===== src/rtl/alu_mdu_ctrl.sv =====
// alu_mdu_ctrl: EX-stage ALU control decoder with an iterative RV32M/RV64M
// multiply/divide engine.
//   i_clk, i_rst         : clock, synchronous active-high reset
//   i_valid, i_flush     : EX holds a valid instruction / abort in-flight op
//   i_Funct7/3, i_ALUOp  : instruction fields and main-decoder class
//   i_rs1, i_rs2         : operands
//   o_ALUControlLines    : ALU operation (combinational)
//   o_mdu_sel            : instruction is an M-extension op (combinational)
//   o_stall              : freeze IF/ID/EX (combinational)
//   o_mdu_done           : one-cycle pulse, o_mdu_result valid
//   o_mdu_result         : registered MDU result
module alu_mdu_ctrl #(
  parameter int unsigned XLEN     = 32,
  parameter int unsigned ALUCTL_W = 4
) (
  input  logic                i_clk,
  input  logic                i_rst,
  input  logic                i_valid,
  input  logic                i_flush,
  input  logic [6:0]          i_Funct7,
  input  logic [2:0]          i_Funct3,
  input  logic [1:0]          i_ALUOp,
  input  logic [XLEN-1:0]     i_rs1,
  input  logic [XLEN-1:0]     i_rs2,
  output logic [ALUCTL_W-1:0] o_ALUControlLines,
  output logic                o_mdu_sel,
  output logic                o_stall,
  output logic                o_mdu_done,
  output logic [XLEN-1:0]     o_mdu_result
);

  localparam int unsigned CNT_W = $clog2(XLEN + 1);

  localparam logic [3:0] CTL_AND  = 4'b0000;
  localparam logic [3:0] CTL_OR   = 4'b0001;
  localparam logic [3:0] CTL_ADD  = 4'b0010;
  localparam logic [3:0] CTL_XOR  = 4'b0011;
  localparam logic [3:0] CTL_SLL  = 4'b0100;
  localparam logic [3:0] CTL_SRL  = 4'b0101;
  localparam logic [3:0] CTL_SUB  = 4'b0110;
  localparam logic [3:0] CTL_SLT  = 4'b0111;
  localparam logic [3:0] CTL_SRA  = 4'b1000;
  localparam logic [3:0] CTL_SLTU = 4'b1001;

  localparam logic [XLEN-1:0] MOST_NEG = {1'b1, {(XLEN-1){1'b0}}};

  typedef enum logic [1:0] {
    S_IDLE = 2'd0,
    S_BUSY = 2'd1,
    S_DONE = 2'd2
  } state_t;

  state_t state_q, state_d;

  logic [CNT_W-1:0]  cnt_q;
  logic [2:0]        op_q;
  logic              neg_q;
  logic [XLEN-1:0]   opa_q;
  logic [XLEN-1:0]   acc_hi_q;
  logic [XLEN-1:0]   acc_lo_q;

  logic [3:0]        ctl;
  logic              is_mdu;
  logic              accept;

  // funct3 -> ALU op; alt selects the SUB/SRA variants
  function automatic logic [3:0] f3_op(input logic [2:0] f3, input logic alt);
    case (f3)
      3'b000:  f3_op = alt ? CTL_SUB : CTL_ADD;
      3'b001:  f3_op = CTL_SLL;
      3'b010:  f3_op = CTL_SLT;
      3'b011:  f3_op = CTL_SLTU;
      3'b100:  f3_op = CTL_XOR;
      3'b101:  f3_op = alt ? CTL_SRA : CTL_SRL;
      3'b110:  f3_op = CTL_OR;
      default: f3_op = CTL_AND;
    endcase
  endfunction

  assign is_mdu    = (i_ALUOp == 2'b10) && (i_Funct7 == 7'h01);
  assign o_mdu_sel = is_mdu;
  assign accept    = (state_q == S_IDLE) && i_valid && is_mdu && !i_flush;

  // Base ALU control decode
  always_comb begin
    ctl = CTL_ADD;
    case (i_ALUOp)
      2'b00: ctl = CTL_ADD;
      2'b01: ctl = CTL_SUB;
      2'b10: begin
        if (i_Funct7 == 7'h00)      ctl = f3_op(i_Funct3, 1'b0);
        else if (i_Funct7 == 7'h20) ctl = f3_op(i_Funct3, 1'b1);
        else                        ctl = CTL_ADD;
      end
      default: begin
        if (i_Funct3 == 3'b000) ctl = CTL_ADD;
        else                    ctl = f3_op(i_Funct3, i_Funct7 == 7'h20);
      end
    endcase
  end

  assign o_ALUControlLines = ALUCTL_W'(ctl);

  // Operand signedness and magnitudes for the incoming op
  logic            sgn1, sgn2, rs1_neg, rs2_neg;
  logic [XLEN-1:0] rs1_mag, rs2_mag;
  logic            div_zero, div_ovf, fast;
  logic [XLEN-1:0] fast_result;

  always_comb begin
    sgn1 = (i_Funct3 == 3'b001) || (i_Funct3 == 3'b010) ||
           (i_Funct3 == 3'b100) || (i_Funct3 == 3'b110);
    sgn2 = (i_Funct3 == 3'b001) || (i_Funct3 == 3'b100) || (i_Funct3 == 3'b110);
    rs1_neg = sgn1 && i_rs1[XLEN-1];
    rs2_neg = sgn2 && i_rs2[XLEN-1];
    rs1_mag = rs1_neg ? (-i_rs1) : i_rs1;
    rs2_mag = rs2_neg ? (-i_rs2) : i_rs2;
    div_zero = (i_rs2 == '0);
    div_ovf  = ((i_Funct3 == 3'b100) || (i_Funct3 == 3'b110)) &&
               (i_rs1 == MOST_NEG) && (i_rs2 == '1);
    fast     = i_Funct3[2] && (div_zero || div_ovf);
    // funct3[1] distinguishes REM/REMU from DIV/DIVU
    if (i_Funct3[1]) fast_result = div_zero ? i_rs1 : '0;
    else             fast_result = div_zero ? '1 : i_rs1;
  end

  // One radix-2 iteration: shift-add multiply or restoring divide
  logic [XLEN:0]     mul_sum, div_shift, div_trial;
  logic [XLEN-1:0]   hi_n, lo_n, div_res;
  logic [2*XLEN-1:0] prod, prod_s;
  logic [XLEN-1:0]   iter_result;

  always_comb begin
    mul_sum   = {1'b0, acc_hi_q} + (acc_lo_q[0] ? {1'b0, opa_q} : '0);
    div_shift = {acc_hi_q, acc_lo_q[XLEN-1]};
    div_trial = div_shift - {1'b0, opa_q};
    if (op_q[2]) begin
      // A failed trial leaves a partial remainder below the divisor, so the
      // top bit of div_shift is zero whenever it is kept.
      hi_n = div_trial[XLEN] ? div_shift[XLEN-1:0] : div_trial[XLEN-1:0];
      lo_n = {acc_lo_q[XLEN-2:0], ~div_trial[XLEN]};
    end else begin
      hi_n = mul_sum[XLEN:1];
      lo_n = {mul_sum[0], acc_lo_q[XLEN-1:1]};
    end
    prod    = {hi_n, lo_n};
    prod_s  = neg_q ? (-prod) : prod;
    div_res = op_q[1] ? hi_n : lo_n;
    div_res = neg_q ? (-div_res) : div_res;
    if (op_q[2])              iter_result = div_res;
    else if (op_q == 3'b000)  iter_result = prod_s[XLEN-1:0];
    else                      iter_result = prod_s[2*XLEN-1:XLEN];
  end

  // FSM state register
  always_ff @(posedge i_clk) begin
    if (i_rst) state_q <= S_IDLE;
    else       state_q <= state_d;
  end

  // FSM next state
  always_comb begin
    state_d = state_q;
    case (state_q)
      S_IDLE: if (accept) state_d = fast ? S_DONE : S_BUSY;
      S_BUSY: begin
        if (i_flush)                  state_d = S_IDLE;
        else if (cnt_q == CNT_W'(1))  state_d = S_DONE;
      end
      S_DONE:  state_d = S_IDLE;
      default: state_d = S_IDLE;
    endcase
  end

  // FSM outputs
  always_comb begin
    o_stall    = 1'b0;
    o_mdu_done = 1'b0;
    case (state_q)
      S_IDLE:  o_stall    = i_valid && is_mdu;
      S_BUSY:  o_stall    = 1'b1;
      S_DONE:  o_mdu_done = 1'b1;
      default: ;
    endcase
  end

  // Datapath: operand latch, iteration, result write
  always_ff @(posedge i_clk) begin
    if (i_rst) begin
      cnt_q        <= '0;
      op_q         <= '0;
      neg_q        <= 1'b0;
      opa_q        <= '0;
      acc_hi_q     <= '0;
      acc_lo_q     <= '0;
      o_mdu_result <= '0;
    end else if (accept) begin
      op_q     <= i_Funct3;
      neg_q    <= (i_Funct3[2] && i_Funct3[1]) ? rs1_neg : (rs1_neg ^ rs2_neg);
      opa_q    <= i_Funct3[2] ? rs2_mag : rs1_mag;
      acc_lo_q <= i_Funct3[2] ? rs1_mag : rs2_mag;
      acc_hi_q <= '0;
      if (fast) begin
        cnt_q        <= '0;
        o_mdu_result <= fast_result;
      end else begin
        cnt_q <= CNT_W'(XLEN);
      end
    end else if (state_q == S_BUSY) begin
      if (i_flush) begin
        cnt_q <= '0;
      end else begin
        acc_hi_q <= hi_n;
        acc_lo_q <= lo_n;
        cnt_q    <= cnt_q - CNT_W'(1);
        if (cnt_q == CNT_W'(1)) o_mdu_result <= iter_result;
      end
    end
  end

endmodule

===== config.mk =====
export PLATFORM = sky130hd
export DESIGN_NAME = alu_mdu_ctrl
export DESIGN_NICKNAME = d
export VERILOG_FILES = /design/src/rtl/alu_mdu_ctrl.sv
export SDC_FILE = /design/constraint.sdc
export NUM_CORES = 1
export LEC_CHECK = 0
export BUFFER_PORTS_ARGS = -buffer_cell sky130_fd_sc_hd__buf_2
export CORE_ASPECT_RATIO = 0.8
export CORE_MARGIN = 3
export CORE_UTILIZATION = 50
export CTS_BUF_LIST = sky130_fd_sc_hd__clkbuf_4
export CTS_CLUSTER_DIAMETER = 40
export DETAILED_ROUTE_END_ITERATION = 8
export PLACE_DENSITY = 0.68
export SLEW_MARGIN = 20
export SYNTH_ARGS = -nofsm -noshare
export SYNTH_HDL_FRONTEND = slang
export SYNTH_SLANG_ARGS = --single-unit

===== constraint.sdc =====
create_clock -name i_clk -period 10.1 [get_ports i_clk]
set_input_delay 0.505 -clock i_clk [delete_from_list [all_inputs] [get_ports i_clk]]
set_output_delay 0.505 -clock i_clk [all_outputs]
set_load 0.005 [all_outputs]

Word level (Yosys, flattened, before mapping)
Cells that the tools add are included.
{"block": "classes", "bitwise_logic": 3, "magnitude_cmp": 0, "n_div": 0, "mux": 44, "reduce_logical": 32, "mul": 0, "n_addsub": 7, "shift": 0, "eq_ne": 19}
{"operator": "32-bit two-way mux", "n": 23}
{"operator": "32-bit negator", "n": 3}
{"operator": "32-bit equality test, second input constant", "n": 2}
{"operator": "64-bit two-way mux", "n": 1}
{"operator": "64-bit negator", "n": 1}
{"operator": "4-bit case mux with 7 select lines", "n": 2}
{"operator": "32-bit by 32-bit adder with 33-bit output", "n": 1}
{"operator": "33-bit by 32-bit subtractor with 33-bit output", "n": 1}
{"operator": "32-bit logical NOT", "n": 1}
{"operator": "6-bit two-way mux", "n": 4}
{"operator": "4-bit case mux with 6 select lines", "n": 1}
{"operator": "4-bit two-way mux", "n": 4}
{"operator": "4-bit case mux with 3 select lines", "n": 1}
{"operator": "1-bit logical AND", "n": 11}
{"operator": "3-bit equality test, second input constant", "n": 3}
{"operator": "2-bit two-way mux", "n": 4}
{"operator": "7-bit by 1-bit equality test with 1-bit output, second input constant", "n": 1}
{"operator": "7-bit by 6-bit equality test with 1-bit output, second input constant", "n": 1}
{"operator": "7-bit logical NOT", "n": 1}
{"operator": "1-bit logical OR", "n": 7}
{"operator": "3-bit by 2-bit equality test with 1-bit output, second input constant", "n": 2}
{"operator": "6-bit by 1-bit equality test with 1-bit output, second input constant", "n": 1}
{"operator": "3-bit logical NOT", "n": 2}
{"operator": "2-bit AND reduction", "n": 3}
{"operator": "other kinds (17)", "n": 24}
{"block": "totals", "elab_cells": 113, "ram_bits": 0, "rom_bits": 0, "latchBits": 0, "output_inout_bits": 39, "inputBits": 80, "register_bits": 140, "n_memories": 0}

Longest topological paths before layout
{"block": "logic_depth", "word_depth": 11, "depth_mapped": 27, "depth_no_buf": 23}

Worst setup path before layout
OpenSTA, ideal clock, no wires.
{"block": "synth_timing", "path_kind": "flip-flop to flip-flop", "startpoint": "register acc_lo_q[31]", "endpoint": "register o_mdu_result[26]", "stages_incl_launch_ff": 27, "arrival_ns": 5.345, "setup_time_ns": 0.070, "n_path_buf": 4, "path_slack_ns": 4.685, "path_cell_list": "dfxtp_1 > inv_1 > ha_1 > fa_1 > nor2b_1 > o211ai_1 > a21oi_2 > o211a_1 > buf_4 > o21ai_1 > buf_2 > nand2_1 > clkbuf_1 > buf_1 > nor2_1 > a21oi_1 > ha_1 > o21ai_0 > or4_1 > or2_2 > or3_1 > nor4_1 > nand4_1 > nor3_1 > mux2i_1 > o211ai_1 > a21oi_1"}
{"block": "synth_via", "elab_chain_len": 11, "elab_cells_between_ends": 16, "cone_classes": "3 x add/sub; 12 x mux; 1 x bitwise"}
{"item": "start, declared", "line": "60", "text": "logic [XLEN-1:0] acc_lo_q;"}
{"item": "start signal, assigned", "line": "201", "text": "acc_lo_q <= i_Funct3[2] ? rs1_mag : rs2_mag;"}
{"item": "start signal, assigned", "line": "214", "text": "acc_lo_q <= lo_n;"}
{"item": "33-bit by 32-bit subtractor with 33-bit output", "line": "136", "text": "div_trial = div_shift - {1'b0, opa_q};"}
{"item": "32-bit two-way mux or 1-bit NOT (tied branches)", "line": "140, 141"}
{"item": "32-bit two-way mux", "line": "137", "text": "if (op_q[2]) begin"}
{"item": "64-bit negator or 32-bit two-way mux (tied branches)", "line": "147, 148"}
{"item": "64-bit two-way mux or 32-bit negator (tied branches)", "line": "147, 149"}
{"item": "32-bit two-way mux (on tied branches)", "line": "151, 149"}
{"item": "32-bit two-way mux *", "line": "150", "text": "if (op_q[2]) iter_result = div_res;"}
{"item": "32-bit two-way mux *", "line": "216", "text": "if (cnt_q == CNT_W'(1)) o_mdu_result <= iter_result;"}
{"item": "32-bit two-way mux *", "line": "210", "text": "if (i_flush) begin"}
{"item": "32-bit two-way mux *", "line": "209", "text": "end else if (state_q == S_BUSY) begin"}
{"item": "32-bit two-way mux *", "line": "197", "text": "end else if (accept) begin"}
{"item": "end signal, assigned", "line": "205", "text": "o_mdu_result <= fast_result;"}
{"item": "end signal, assigned", "line": "216"}
{"item": "end, declared", "line": "29", "text": "output logic [XLEN-1:0] o_mdu_result"}
Every way passes the cells marked *; elsewhere a longest branch is shown, timed or not. The select of a mux whose other input is x is not followed.
A chain may end at the register's enable or synchronous reset.

Worst setup path in the final report
{"block": "layout_timing", "startpoint": "register acc_hi_q[10]", "endpoint": "register o_mdu_result[26]"}
{"block": "layout_via", "elab_chain_len": 11, "elab_cells_between_ends": 17, "cone_classes": "4 x add/sub; 12 x mux; 1 x bitwise"}
{"item": "start, declared", "line": "59", "text": "logic [XLEN-1:0] acc_hi_q;"}
{"item": "start signal, assigned", "line": "213", "text": "acc_hi_q <= hi_n;"}
{"item": "33-bit by 32-bit subtractor with 33-bit output", "line": "136"}
{"item": "32-bit two-way mux or 1-bit NOT (tied branches)", "line": "140, 141"}
{"item": "32-bit two-way mux", "line": "137"}
{"item": "64-bit negator or 32-bit two-way mux (tied branches)", "line": "147, 148"}
{"item": "64-bit two-way mux or 32-bit negator (tied branches)", "line": "147, 149"}
{"item": "32-bit two-way mux (on tied branches)", "line": "151, 149"}
{"item": "32-bit two-way mux *", "line": "150"}
{"item": "32-bit two-way mux *", "line": "216"}
{"item": "32-bit two-way mux *", "line": "210"}
{"item": "32-bit two-way mux *", "line": "209"}
{"item": "32-bit two-way mux *", "line": "197"}
Marks and branches as above.

==> impl_metrics.env <==
export IMPL_pre_cts_ws_ns=2.95
export IMPL_arrival_ns=8.30
export IMPL_groute_usage_overall_pct=43.4
export IMPL_finalSetupViolations=0
export IMPL_yosys_area_share_simple_pct=27.7
export IMPL_hold_end="op_q[0]"
export IMPL_initial_utilization_pct=51.4
export IMPL_die_height_um=176
export IMPL_wirelength_um=86700
export IMPL_timing_slew_headroom_pct=23.5
export IMPL_drv_slew=0
export IMPL_grt_pass1_wl_um=126000
export IMPL_die_x_um=219
export IMPL_ys_seq_elements=140
export IMPL_clkSinkCount=140
export IMPL_synthTopCellsByCount="308 x nand2_1, 304 x nor2_1, 258 x a21oi_1"
export IMPL_yosys_warnings=0
export IMPL_grt_max_degree=134
export IMPL_cts_resized=0
export IMPL_io_buffers=118
export IMPL_vias_per_cell=7.00
export IMPL_r2r_cells=21
export IMPL_hold_violations=0
export IMPL_multi_input_area_mm2=0.0143
export IMPL_synth_xor_area_share_pct=7.68
export IMPL_route_detailed_drc=0
export IMPL_cts_root_buf="clkbuf_4"
export IMPL_synth_cell_types=98
export IMPL_clockPowerShare_pct=35.3
export IMPL_syn_nets=2855
export IMPL_utilization_pct=54.5
export IMPL_cts_tree="done"
export IMPL_synth_fa_ha_area_share_pct=6.28
export IMPL_cts_buffers=17
export IMPL_cp_end_kind="flip-flop"
export IMPL_worst_pin_slew_ns=1.14
export IMPL_synth_top_family_by_area="compound AO/OA/AOI/OAI gates"
export IMPL_antenna_left=0
export IMPL_synthArstFlopShare_pct=0
export IMPL_cts_htree_levels=4
export IMPL_timing_fmax_mhz=130
export IMPL_hold_class="primary input to flip-flop"
export IMPL_netlist_area_mm2=0.0181
export IMPL_coreArea_mm2=0.0353
export IMPL_whs_path_depth=3
export IMPL_leakagePower_uw=0.00760
export IMPL_seq_area_frac_synth_pct=15.5
export IMPL_rr_startpoint="acc_hi_q[10]"
export IMPL_power_frac_seq_pct=47.9
export IMPL_area_growth_pct=5.94
export IMPL_drv_cap=0
export IMPL_slowest_delay_ns=0.88
export IMPL_ys_flop_type="dfxtp_1"
export IMPL_post_route_period_util_pct=76.2
export IMPL_clockBufferDepth=2
export IMPL_fin_skew_ns=0.0464
export IMPL_via_count=22240
export IMPL_grt_pass1_vias=19514
export IMPL_layout_drive_gt1_share_pct=10.4
export IMPL_synth_edf_count=0
export IMPL_ir_drop_v=0.0000764
export IMPL_synth_area_leader_cell="dfxtp_1"
export IMPL_fillerInstances=3578
export IMPL_antenna_found_initial=7
export IMPL_cts_setup_buffers=0
export IMPL_num_io_pins=119
export IMPL_dp_hpwl_um=67000
export IMPL_hp_start="i_Funct3[0]"
export IMPL_fin_ws_ns=2.41
export IMPL_cp_cell_sequence="ha_1 > a21oi_2 > o21ai_1 > a22o_1 > o211ai_2 > nand3_1 > nand2_1 > buf_4 > nor2_1 > a21oi_1 > ha_1 > o21ai_0 > or4_1 > or2_2 > or3_1 > nor4_1 > nand4_1 > nor3_1 > mux2i_1 > o211ai_1 > a21oi_1"
export IMPL_synth_area_leaders="dfxtp_1 15%, a21oi_1 7.1%, nand2_1 6.4%"
export IMPL_power_uw=1160
export IMPL_gp_congestion=1.09
export IMPL_nNetsFinal=2841
export IMPL_p_sw_uw=433
export IMPL_first_pass_iters=6
export IMPL_muxShareOfSynthArea_pct=4.13
export IMPL_global_route_overflow_total=0
export IMPL_clk_latency_ns=0.68
export IMPL_hold_buffers=0
export IMPL_setup_tns_ns=0
export IMPL_rr_endpoint="o_mdu_result[26]"
export IMPL_regArea_mm2=0.00281
export IMPL_synth_top_area_share_pct=15.5
export IMPL_fp_row_count=61
export IMPL_drtIter0Drc=3217
export IMPL_p_int_uw=723
export IMPL_cp_data_required_time_ns=10.70
export IMPL_combPwrFrac_pct=16.9
export IMPL_critPathLaunchType="flip-flop"
export IMPL_cp_max_fo=21
export IMPL_status="finished, final reports clean"
export IMPL_p_per_area_mw_per_mm2=60.2
export IMPL_die_area_mm2=0.0386
export IMPL_post_drt_wl_per_cell_um=27.3
export IMPL_synthCells=2702
export IMPL_hold_slack_ns=0.205
export IMPL_avgSynthCellArea_um2=6.71
export IMPL_synth_compound_area_share_pct=33.0
export IMPL_slowest_stage="nand3_1"
export IMPL_rsz0062_at_grt="false"
export IMPL_path_class="flip-flop to flip-flop"
export IMPL_yosysMostFrequentCell="nand2_1"
export IMPL_switching_share_pct=37.5
export IMPL_clk_pin_slew_ns=0.17
export IMPL_fin_crit_ns=7.69
export IMPL_r2r_slack_ns=2.41
-- routing by layer --
metal	vias to the layer above	GRT usage, %	share of wire (%)
met2	1583	60.1	40
li1	9963	-	-
met3	243	16.3	14
met5	-	0	0.074
met4	10	17.2	4.8
met1	10441	60.2	42
-- state kept, by name (all words and copies together), names as in the netlist --
signal	count
op_q	3
o_mdu_result	32
acc_lo_q	32
cnt_q	6
state_q	2
acc_hi_q	32
opa_q	32
neg_q	1
-- worst max path at each step --
stage | startpoint | endpoint
finish | acc_hi_q[10] | o_mdu_result[26]
global route | opa_q[15] | o_mdu_result[28]
detailed placement | opa_q[15] | o_mdu_result[26]
CTS | opa_q[15] | o_mdu_result[26]
floorplan | acc_lo_q[31] | o_mdu_result[26]
global placement | acc_hi_q[10] | o_mdu_result[26]
-- power groups by stage --
stage | clock, µW | combinational, µW | sequential [µW]
5_1_grt | 429 | 206 | 553
3_3_place_gp | 0 | 181 | 565
4_1_cts | 406 | 185 | 553
6_report | 407 | 195 | 553
3_5_place_dp | 0 | 185 | 565
2_1_floorplan | 0 | 106 | 565
-- through the flow --
stage	std cells	cell area [µm²]
global route	3174	19200
CTS	3173	19200
global placement	3141	18900
finish	3177	19200
detailed placement	3141	18900
floorplan	2702	18100
-- placed cells by master, fill, tap and decap left out, types with 10 or more instances in the layout --
cell      instances
clkbuf_4         17
or3_1            37
a311oi_1         10
or4_1            12
ha_1             71
nor3_1           95
inv_1            75
nand4_1          36
o22ai_1          10
a21oi_1         258
o21ai_0         181
o21a_1           19
or2_2            21
nor2_1          302
o211ai_1         76
nor2b_1          13
a221oi_1         18
nand3_1          58
a211oi_1         70
o31ai_1          45
and3_1           19
a21boi_0         16
maj3_1           21
nand2b_1         23
xnor2_1          85
xor2_1           74
a21o_1           28
nor4_1           31
and2_1           49
nand2_1         308
mux2_2           20
a31oi_1          35
buf_2           118
buf_4            40
dfxtp_1         137
mux2i_1          50
-- kinds of logic after synthesis --
logic type	after synthesis
AO/OA/AOI/OAI	914
XOR/XNOR	159
adder cells (fa/ha/maj)	94
buffers and inverters	267
flip-flops	140
multiplexers	71
AND/OR/NAND/NOR	1057
-- critical path: cells and delay by family, from the launching register on --
kind	cells	cell delay, ns
multiplexers	1	0.25
adder cells (fa/ha/maj)	2	0.67
AND/OR/NAND/NOR	9	3.71
AO/OA/AOI/OAI	8	2.13
buffers and inverters	1	0.36
flip-flops	1	0.50
-- area by class of cell --
cell class	instances	area share, %
Tap cell	472	3.08
Sequential cell	140	14.6
Multi-Input combinational cell	2295	74.6
Antenna cell	4	0.0521
Clock buffer	17	0.665
Inverter	75	1.47
Clock inverter	15	0.788
Timing Repair Buffer	159	4.74
Power figures use the tool's default switching activity.
